## src/rtl/level_timer_ctrl.sv

```systemverilog
// Level sequencer and 3-digit BCD countdown for a timed defuse game.
// Walks WAIT/LOAD/RUN/PASS per level and ends in BOOM (timeout) or WIN (final level cleared).
module level_timer_ctrl #(
  parameter logic [7:0] LAST_LEVEL = 8'd10
) (
  input  logic       clk,
  input  logic       reset,
  input  logic       start,
  input  logic       sec_tick,
  input  logic       level_done,
  input  logic [3:0] load_three,
  input  logic [3:0] load_two,
  input  logic [3:0] load_one,
  output logic [7:0] game_level,
  output logic [3:0] digit_three,
  output logic [3:0] digit_two,
  output logic [3:0] digit_one,
  output logic       running,
  output logic       level_up,
  output logic       exploded,
  output logic       won
);

  typedef enum logic [2:0] {
    IDLE = 3'd0,
    WAIT = 3'd1,
    LOAD = 3'd2,
    RUN  = 3'd3,
    PASS = 3'd4,
    BOOM = 3'd5,
    WIN  = 3'd6
  } state_t;

  state_t      state_r;
  state_t      state_s;
  logic [7:0]  level_s;
  logic [11:0] count_s;
  logic [11:0] count_now_s;
  logic [11:0] count_dec_s;

  // Borrow ripples from units to hundreds; every digit stays within 0..9.
  function automatic logic [11:0] bcd_dec(input logic [11:0] v);
    logic [3:0] d3;
    logic [3:0] d2;
    logic [3:0] d1;
    d3 = v[11:8];
    d2 = v[7:4];
    d1 = v[3:0];
    if (d1 != 4'd0) begin
      d1 = d1 - 4'd1;
    end else begin
      d1 = 4'd9;
      if (d2 != 4'd0) begin
        d2 = d2 - 4'd1;
      end else begin
        d2 = 4'd9;
        if (d3 != 4'd0) begin
          d3 = d3 - 4'd1;
        end else begin
          d3 = 4'd9;
        end
      end
    end
    return {d3, d2, d1};
  endfunction

  assign count_now_s = {digit_three, digit_two, digit_one};
  assign count_dec_s = bcd_dec(count_now_s);

  // Next-state, next-level and next-count decode.
  always_comb begin
    state_s = state_r;
    level_s = game_level;
    count_s = count_now_s;
    case (state_r)
      IDLE: begin
        if (start) begin
          state_s = WAIT;
          level_s = 8'd0;
        end else begin
          state_s = IDLE;
        end
      end
      WAIT: state_s = LOAD;
      LOAD: begin
        count_s = {load_three, load_two, load_one};
        state_s = RUN;
      end
      RUN: begin
        // An empty count explodes even if the level was defused this cycle.
        if (count_now_s == 12'h000) begin
          state_s = BOOM;
        end else if (level_done) begin
          state_s = PASS;
        end else if (sec_tick) begin
          count_s = count_dec_s;
          if (count_dec_s == 12'h000) begin
            state_s = BOOM;
          end else begin
            state_s = RUN;
          end
        end else begin
          state_s = RUN;
        end
      end
      PASS: begin
        if (game_level == LAST_LEVEL) begin
          state_s = WIN;
        end else begin
          level_s = game_level + 8'd1;
          state_s = WAIT;
        end
      end
      BOOM: begin
        count_s = 12'h000;
        if (start) begin
          state_s = WAIT;
          level_s = 8'd0;
        end else begin
          state_s = BOOM;
        end
      end
      WIN: begin
        if (start) begin
          state_s = WAIT;
          level_s = 8'd0;
        end else begin
          state_s = WIN;
        end
      end
      default: begin
        state_s = IDLE;
        level_s = 8'd0;
        count_s = 12'h000;
      end
    endcase
  end

  // State, level, digits and status flags all update together so flags track the state.
  always_ff @(posedge clk or posedge reset) begin
    if (reset) begin
      state_r     <= IDLE;
      game_level  <= 8'd0;
      digit_three <= 4'd0;
      digit_two   <= 4'd0;
      digit_one   <= 4'd0;
      running     <= 1'b0;
      level_up    <= 1'b0;
      exploded    <= 1'b0;
      won         <= 1'b0;
    end else begin
      state_r     <= state_s;
      game_level  <= level_s;
      digit_three <= count_s[11:8];
      digit_two   <= count_s[7:4];
      digit_one   <= count_s[3:0];
      running     <= (state_s == RUN);
      level_up    <= (state_s == PASS);
      exploded    <= (state_s == BOOM);
      won         <= (state_s == WIN);
    end
  end

endmodule

```

## config.mk

```make
export PLATFORM = sky130hd
export DESIGN_NAME = level_timer_ctrl
export DESIGN_NICKNAME = d
export VERILOG_FILES = /design/src/rtl/level_timer_ctrl.sv
export SDC_FILE = /design/constraint.sdc
export NUM_CORES = 1
export LEC_CHECK = 0
export CAP_MARGIN = 20
export CORE_UTILIZATION = 50
export DETAILED_ROUTE_END_ITERATION = 6
export DONT_BUFFER_PORTS = 1
export PLACE_DENSITY_LB_ADDON = 0.1
export SYNTH_ARGS = -nofsm -noshare
export SYNTH_HDL_FRONTEND = slang
export SYNTH_SLANG_ARGS = --single-unit
```

## constraint.sdc

```tcl
create_clock -name clk -period 5.1 [get_ports clk]
set_input_delay 1.02 -clock clk [delete_from_list [all_inputs] [get_ports clk]]
set_output_delay 1.02 -clock clk [all_outputs]
set_load 0.02 [all_outputs]
```

# ---- After elaboration in Yosys (flattened, before gate mapping)
# Cells that the tools add are included.
dict set report op_classes {
  addsub 4
  mul 0
  n_div 0
  order_cmp 0
  n_eq_ne 16
  n_shift 0
  muxes 22
  n_bitwise 2
  n_reduce_logical 11
}
# cell n
set ops {}
lappend ops {{12-bit 2-to-1 mux} 3}
lappend ops {{12-bit one-hot mux with 3 select lines} 1}
lappend ops {{12-bit logical NOT} 2}
lappend ops {{4-bit 2-to-1 mux} 6}
lappend ops {{8-bit one-hot mux with 3 select lines} 1}
lappend ops {{3-bit 2-to-1 mux} 7}
lappend ops {{3-bit one-hot mux with 7 select lines} 1}
lappend ops {{3-bit == test (second input constant)} 6}
lappend ops {{8-bit 2-to-1 mux} 2}
lappend ops {{4-bit nonzero test} 3}
lappend ops {{4-bit by 1-bit subtractor with 4-bit output (second input constant)} 3}
lappend ops {{3-bit by 2-bit == test with 1-bit output (second input constant)} 3}
lappend ops {{8-bit by 1-bit adder with 8-bit output (second input constant)} 1}
lappend ops {{8-bit by 4-bit == test with 1-bit output (second input constant)} 1}
lappend ops {{2-bit != test (second input constant)} 4}
lappend ops {{3-bit OR reduction} 2}
lappend ops {{4-bit AND reduction} 1}
lappend ops {{4-bit OR reduction} 1}
lappend ops {{3-bit by 1-bit == test with 1-bit output (second input constant)} 1}
lappend ops {{3-bit logical NOT} 1}
lappend ops {{3-bit AND reduction} 1}
lappend ops {{2-bit by 1-bit != test with 1-bit output (second input constant)} 1}
lappend ops {{1-bit NOT} 2}
lappend ops {{1-bit 2-to-1 mux} 1}
dict set report totals {
  reg_bits 27
  latch_bits 0
  ramBits 0
  romBits 0
  inputBits 17
  out_inout_bits 24
  elab_cells 64
  n_memories 0
}

# ---- Logic depth before layout (Yosys ltp)
dict set report logic_depth {
  depth_word 11
  depth_mapped 7
  depth_no_buf 7
}

# ---- Least setup slack after synthesis
# Ideal clock, no wire load.
dict set report synth_path {
  path_type {input -> register}
  start {input port level_done}
  end {register digit_one[2]}
  setup_time_ps 139
  arrival_ps 1872
  setup_slack_ps 3088
  path_stages 5
  n_path_buf 0
  path_cell_list {nand2b_1 -> nor2_1 -> nand2_1 -> o311ai_0 -> o21ai_0}
}
dict set report synth_between {
  elab_chain_len 2
}
# element line
set synth_lines {}
lappend synth_lines {{from (decl)} 10} ;# input logic level_done,
lappend synth_lines {{2-bit != test (no source line)} --}
lappend synth_lines {{4-bit AND reduction (no source line)} --}
lappend synth_lines {{to (signal assigned)} 156} ;# digit_one <= count_s[3:0];
lappend synth_lines {{to (decl)} 17} ;# output logic [3:0] digit_one,
# Every way passes these cells.
# A chain may end at the register's enable or synchronous reset.

# ---- Final worst setup path
dict set report layout_path {
  start {register state_r[0]}
  end {register game_level[5]}
}
dict set report layout_between {
  elab_chain_len 4
  elab_cells_between_ends 14
  classes_between {eq/ne: 8; mux: 1; bitwise: 1; reduce/logical: 4}
}
# element line
set layout_lines {}
lappend layout_lines {{from (decl)} 34} ;# state_t state_r;
lappend layout_lines {{from (signal assigned)} 152} ;# state_r <= state_s;
lappend layout_lines {{3-bit == test, or another cell as far along} 75} ;# case (state_r)
lappend layout_lines {{3-bit OR reduction (no source line)} --}
lappend layout_lines {{2-bit by 1-bit != test with 1-bit output (no source line) or 1-bit NOT (tied branches)} --}
lappend layout_lines {{3-bit AND reduction (no source line)} --}
lappend layout_lines {{to (signal assigned)} 153} ;# game_level <= level_s;
lappend layout_lines {{to (decl)} 14} ;# output logic [7:0] game_level,
# Several ways; a longest one is shown, not always the timed one.

==> impl_results.md <==
* Floorplan die width at 59.26 um
* Tmin final at 2.209 ns
* Area post-placement at 1663 um^2
* Dominant cell type by area after synthesis: sky130_fd_sc_hd__dfrtp_1
* Number of DRC violations after detailed routing at 0
* Total Routed Length at 3.876 mm
* Flops & latches, synth at 27
* Launch point of the worst reg-to-reg path: state_r[0]$_DFF_PP0_
* RSZ-0062 raised after global routing: no
* Fraction of layout cells with a size suffix above 1 at 9.140%
* Post-CTS setup buffer count at 0
* Hold Crit Class: in2async
* Via count at 1484
* Clk sinks at 27
* Post-CTS Hold Buffers at 0
* Layout-stage area growth over the synthesis result at 4.275%
* Total design power at 1.018 mW
* Switching Fraction at 53.04%
* Starting utilization of the core area at 53.25%
* Required time of the critical path at 5.37 ns
* Number of setup violations in the final report at 0
* Average wire per standard cell at 16.85 um
* Overflow left after global routing at 0
* Run status: finished clean
* Diodes inserted at 0
* Worst Setup End Kind: flop
* Tightest hold margin at 0.5787 ns
* DR pass1 iterations at 4
* End of the worst register-to-register path: game_level[5]$_DFFE_PP0P_
* # rows at 20
* CTS tree: yes
* Via count of the first global-routing pass at 1255
* Maximum root-to-sink buffer count at 2
* Max-slew violation count at 0
* Mean Syn Cell Area at 8.765 um^2
* Via density at 6.452
* Final period util at 43.31%
* Yosys top cell area share at 41.22%
* Post-CTS resize count at 0
* Peak clock frequency supported by timing at 452.7 MHz
* Sequential element share of the synthesized area at 41.22%
* Net load switching power at 539.8 uW
* Commonest cells after routing, fill and taps aside: 27 x sky130_fd_sc_hd__dfrtp_1, 22 x sky130_fd_sc_hd__o21ai_0, 20 x sky130_fd_sc_hd__nand2_1
* Total count of hold-check failures in the final report at 0
* Clock Root Buffer: sky130_fd_sc_hd__clkbuf_4
* Logic pwr share at 43.5%
* Cell variety after synth at 52
* Crit-path max FO at 24
* Power density over the cells at 595.4 nW/um^2
* Post-route cell area at 1709 um^2
* Sequential share of power at 46.3%
* Critical path startpoint category: flop
* IO Port Bufs at 0
* Post-Synthesis Cells at 187
* All-layer global routing usage at 23.24%
* # H-tree levels at 1
* Number of routed nets with antenna violations at 0
* Largest voltage drop on the vdd net at 264.7 uV
* Critical Path AT at 2.48 ns
* Actual transition at the worst max-transition pin at 0.7215 ns
* First-pass GRT wire length at 6.051 mm
* Maximum number of pins on one net before global-route repair at 28
* Number of filler cells placed in the layout at 303
* Most area-consuming cells after synthesis: sky130_fd_sc_hd__dfrtp_1 41%, sky130_fd_sc_hd__o21ai_0 6.7%, sky130_fd_sc_hd__nand2_1 4.6%, sky130_fd_sc_hd__nor2_1 3.4%, sky130_fd_sc_hd__a21oi_1 3.1%
* Latest clock arrival within the worst-skew pair at 0.34 ns
* Number of antenna violations at the first check in global routing at 0
* Share of flip-flops with an asynchronous set or reset at 100.0%
* Worst setup path category: reg2reg
* Worst-case clock skew at 0.003680 ns
* Count of flip-flops with a built-in enable after synthesis at 0
* Post-layout net count at 206
* Die boundary height at 59.26 um
* DRT iter0 DRCs at 84
* CTS Buf Count at 3
* Core box area at 3078 um^2
* Worst Reg2Reg Path Length in Cells at 5
* Internal power component at 477.9 uW
* Max Cap Violations at 0
* Setup TNS at 0 ns
* Rel. slew slack at 51.90%
* Synth Cell Area at 1639 um^2
* Minimum setup slack among reg-to-reg paths at 2.89 ns
* Ys flop type: sky130_fd_sc_hd__dfrtp_1
* Yosys synthesis warning count at 0
* Clock share of power at 10.2%
* Most common cell after layout, fill and taps aside: sky130_fd_sc_hd__dfrtp_1
* Weighted congestion reported at the end of routability-driven placement at 0.9580
* Leak pwr at 0.6982 nW
* Die footprint at 3511 um^2
* Net count after synthesis at 206
* Post-DP HPWL at 2.819 mm
* Total I/O pin count at 41
* Register clock-pin slew on the reported worst setup and hold paths at 0.16 ns
layout make-up:
type,instances,area (um^2),share of cell area (%)
inverter,5,18.77,1.098
tap,44,55.05,3.221
timing repair buffer,1,15.01,0.8785
multi-input combinational,149,913.4,53.44
clock inverter,1,8.758,0.5124
clock buffer,3,22.52,1.318
sequential,27,675.6,39.53
state kept, by name, summed over array words and instances, names as in the netlist:
register / flops
digit_three: 4
exploded: 1
digit_one: 4
state_r: 3
game_level: 8
level_up: 1
running: 1
digit_two: 4
won: 1
power groups by stage:
| stage | registers, mW | logic (mW) | clock network (mW) |
|---|---|---|---|
| 6_report | 0.471 | 0.443 | 0.104 |
| 5_1_grt | 0.488 | 0.493 | 0.114 |
| 4_1_cts | 0.469 | 0.437 | 0.107 |
| 3_5_place_dp | 0.474 | 0.435 | 0 |
| 3_3_place_gp | 0.472 | 0.431 | 0 |
| 2_1_floorplan | 0.411 | 0.395 | 0 |
through the flow:
stage	instances	utilization [%]	setup slack [ns]
detailed placement	225	54.02	2.913
global route	230	55.53	2.700
CTS	229	55.04	2.920
global placement	225	54.02	2.968
floorplan	187	-	3.088
finish	230	55.53	2.891
metal layers:
metal  vias to the layer above  GRT usage [%]  part of all wire (%)  routed length (um)
met5                         -              0                     0                   0
met4                         0          6.122                  0.44                  17
met3                         2          5.022                   7.0                 270
met2                        52          33.39                    45                1749
met1                       727          35.10                    47                1839
li1                        703              -                     -                   -
cells by family (layout without fill, tap and decap cells):
family                   Yosys count  after routing  synth area share [%]
multiplexers                       2              2                 1.221
XOR/XNOR                           1              1                0.5344
AO/OA/AOI/OAI                     70             70                 27.94
AND/OR/NAND/NOR                   74             74                 24.51
buffers and inverters             11             10                 3.053
flip-flops                        27             27                 41.22
adder cells (fa/ha/maj)            2              2                 1.526
synthesized netlist by cell type, types with 2 or more instances:
cell	number
sky130_fd_sc_hd__nor2b_1	5
sky130_fd_sc_hd__and3_1	5
sky130_fd_sc_hd__a32oi_1	2
sky130_fd_sc_hd__nand2b_1	4
sky130_fd_sc_hd__ha_1	2
sky130_fd_sc_hd__a21oi_1	10
sky130_fd_sc_hd__nand2_1	20
sky130_fd_sc_hd__o21ai_1	4
sky130_fd_sc_hd__a31oi_1	4
sky130_fd_sc_hd__a21oi_2	3
sky130_fd_sc_hd__nand3_1	4
sky130_fd_sc_hd__o311ai_0	3
sky130_fd_sc_hd__o21ai_0	22
sky130_fd_sc_hd__a22oi_1	2
sky130_fd_sc_hd__inv_1	5
sky130_fd_sc_hd__mux2i_1	2
sky130_fd_sc_hd__dfrtp_1	27
sky130_fd_sc_hd__and2_1	2
sky130_fd_sc_hd__clkbuf_1	4
sky130_fd_sc_hd__a41oi_1	2
sky130_fd_sc_hd__o22ai_1	3
sky130_fd_sc_hd__o211ai_1	3
sky130_fd_sc_hd__nor3_1	4
sky130_fd_sc_hd__nor2_1	15
sky130_fd_sc_hd__o31ai_1	3
critical path, cell delays in order, from the launching register on:
cell,delay [ns]
sky130_fd_sc_hd__dfrtp_1,0.84
sky130_fd_sc_hd__or3b_1,0.42
sky130_fd_sc_hd__a21oi_2,0.10
sky130_fd_sc_hd__a211oi_2,0.48
sky130_fd_sc_hd__o21ai_0,0.18
sky130_fd_sc_hd__o21ai_0,0.11
how the worst max path moves through the flow:
| stage | startpoint | end | slack, ns | cells after the start |
|---|---|---|---|---|
| after global routing | state_r[0]$_DFF_PP0_ | game_level[5]$_DFFE_PP0P_ | 2.70 | 5 |
| after global placement | level_done | digit_one[2]$_DFFE_PP0P_ | 2.97 | 5 |
| after CTS | state_r[0]$_DFF_PP0_ | game_level[5]$_DFFE_PP0P_ | 2.92 | 5 |
| after floorplan | level_done | digit_one[2]$_DFFE_PP0P_ | 3.09 | 5 |
| after detailed placement | level_done | digit_one[2]$_DFFE_PP0P_ | 2.91 | 5 |
| final | state_r[0]$_DFF_PP0_ | game_level[5]$_DFFE_PP0P_ | 2.89 | 5 |
Power figures use the tool's default switching activity.
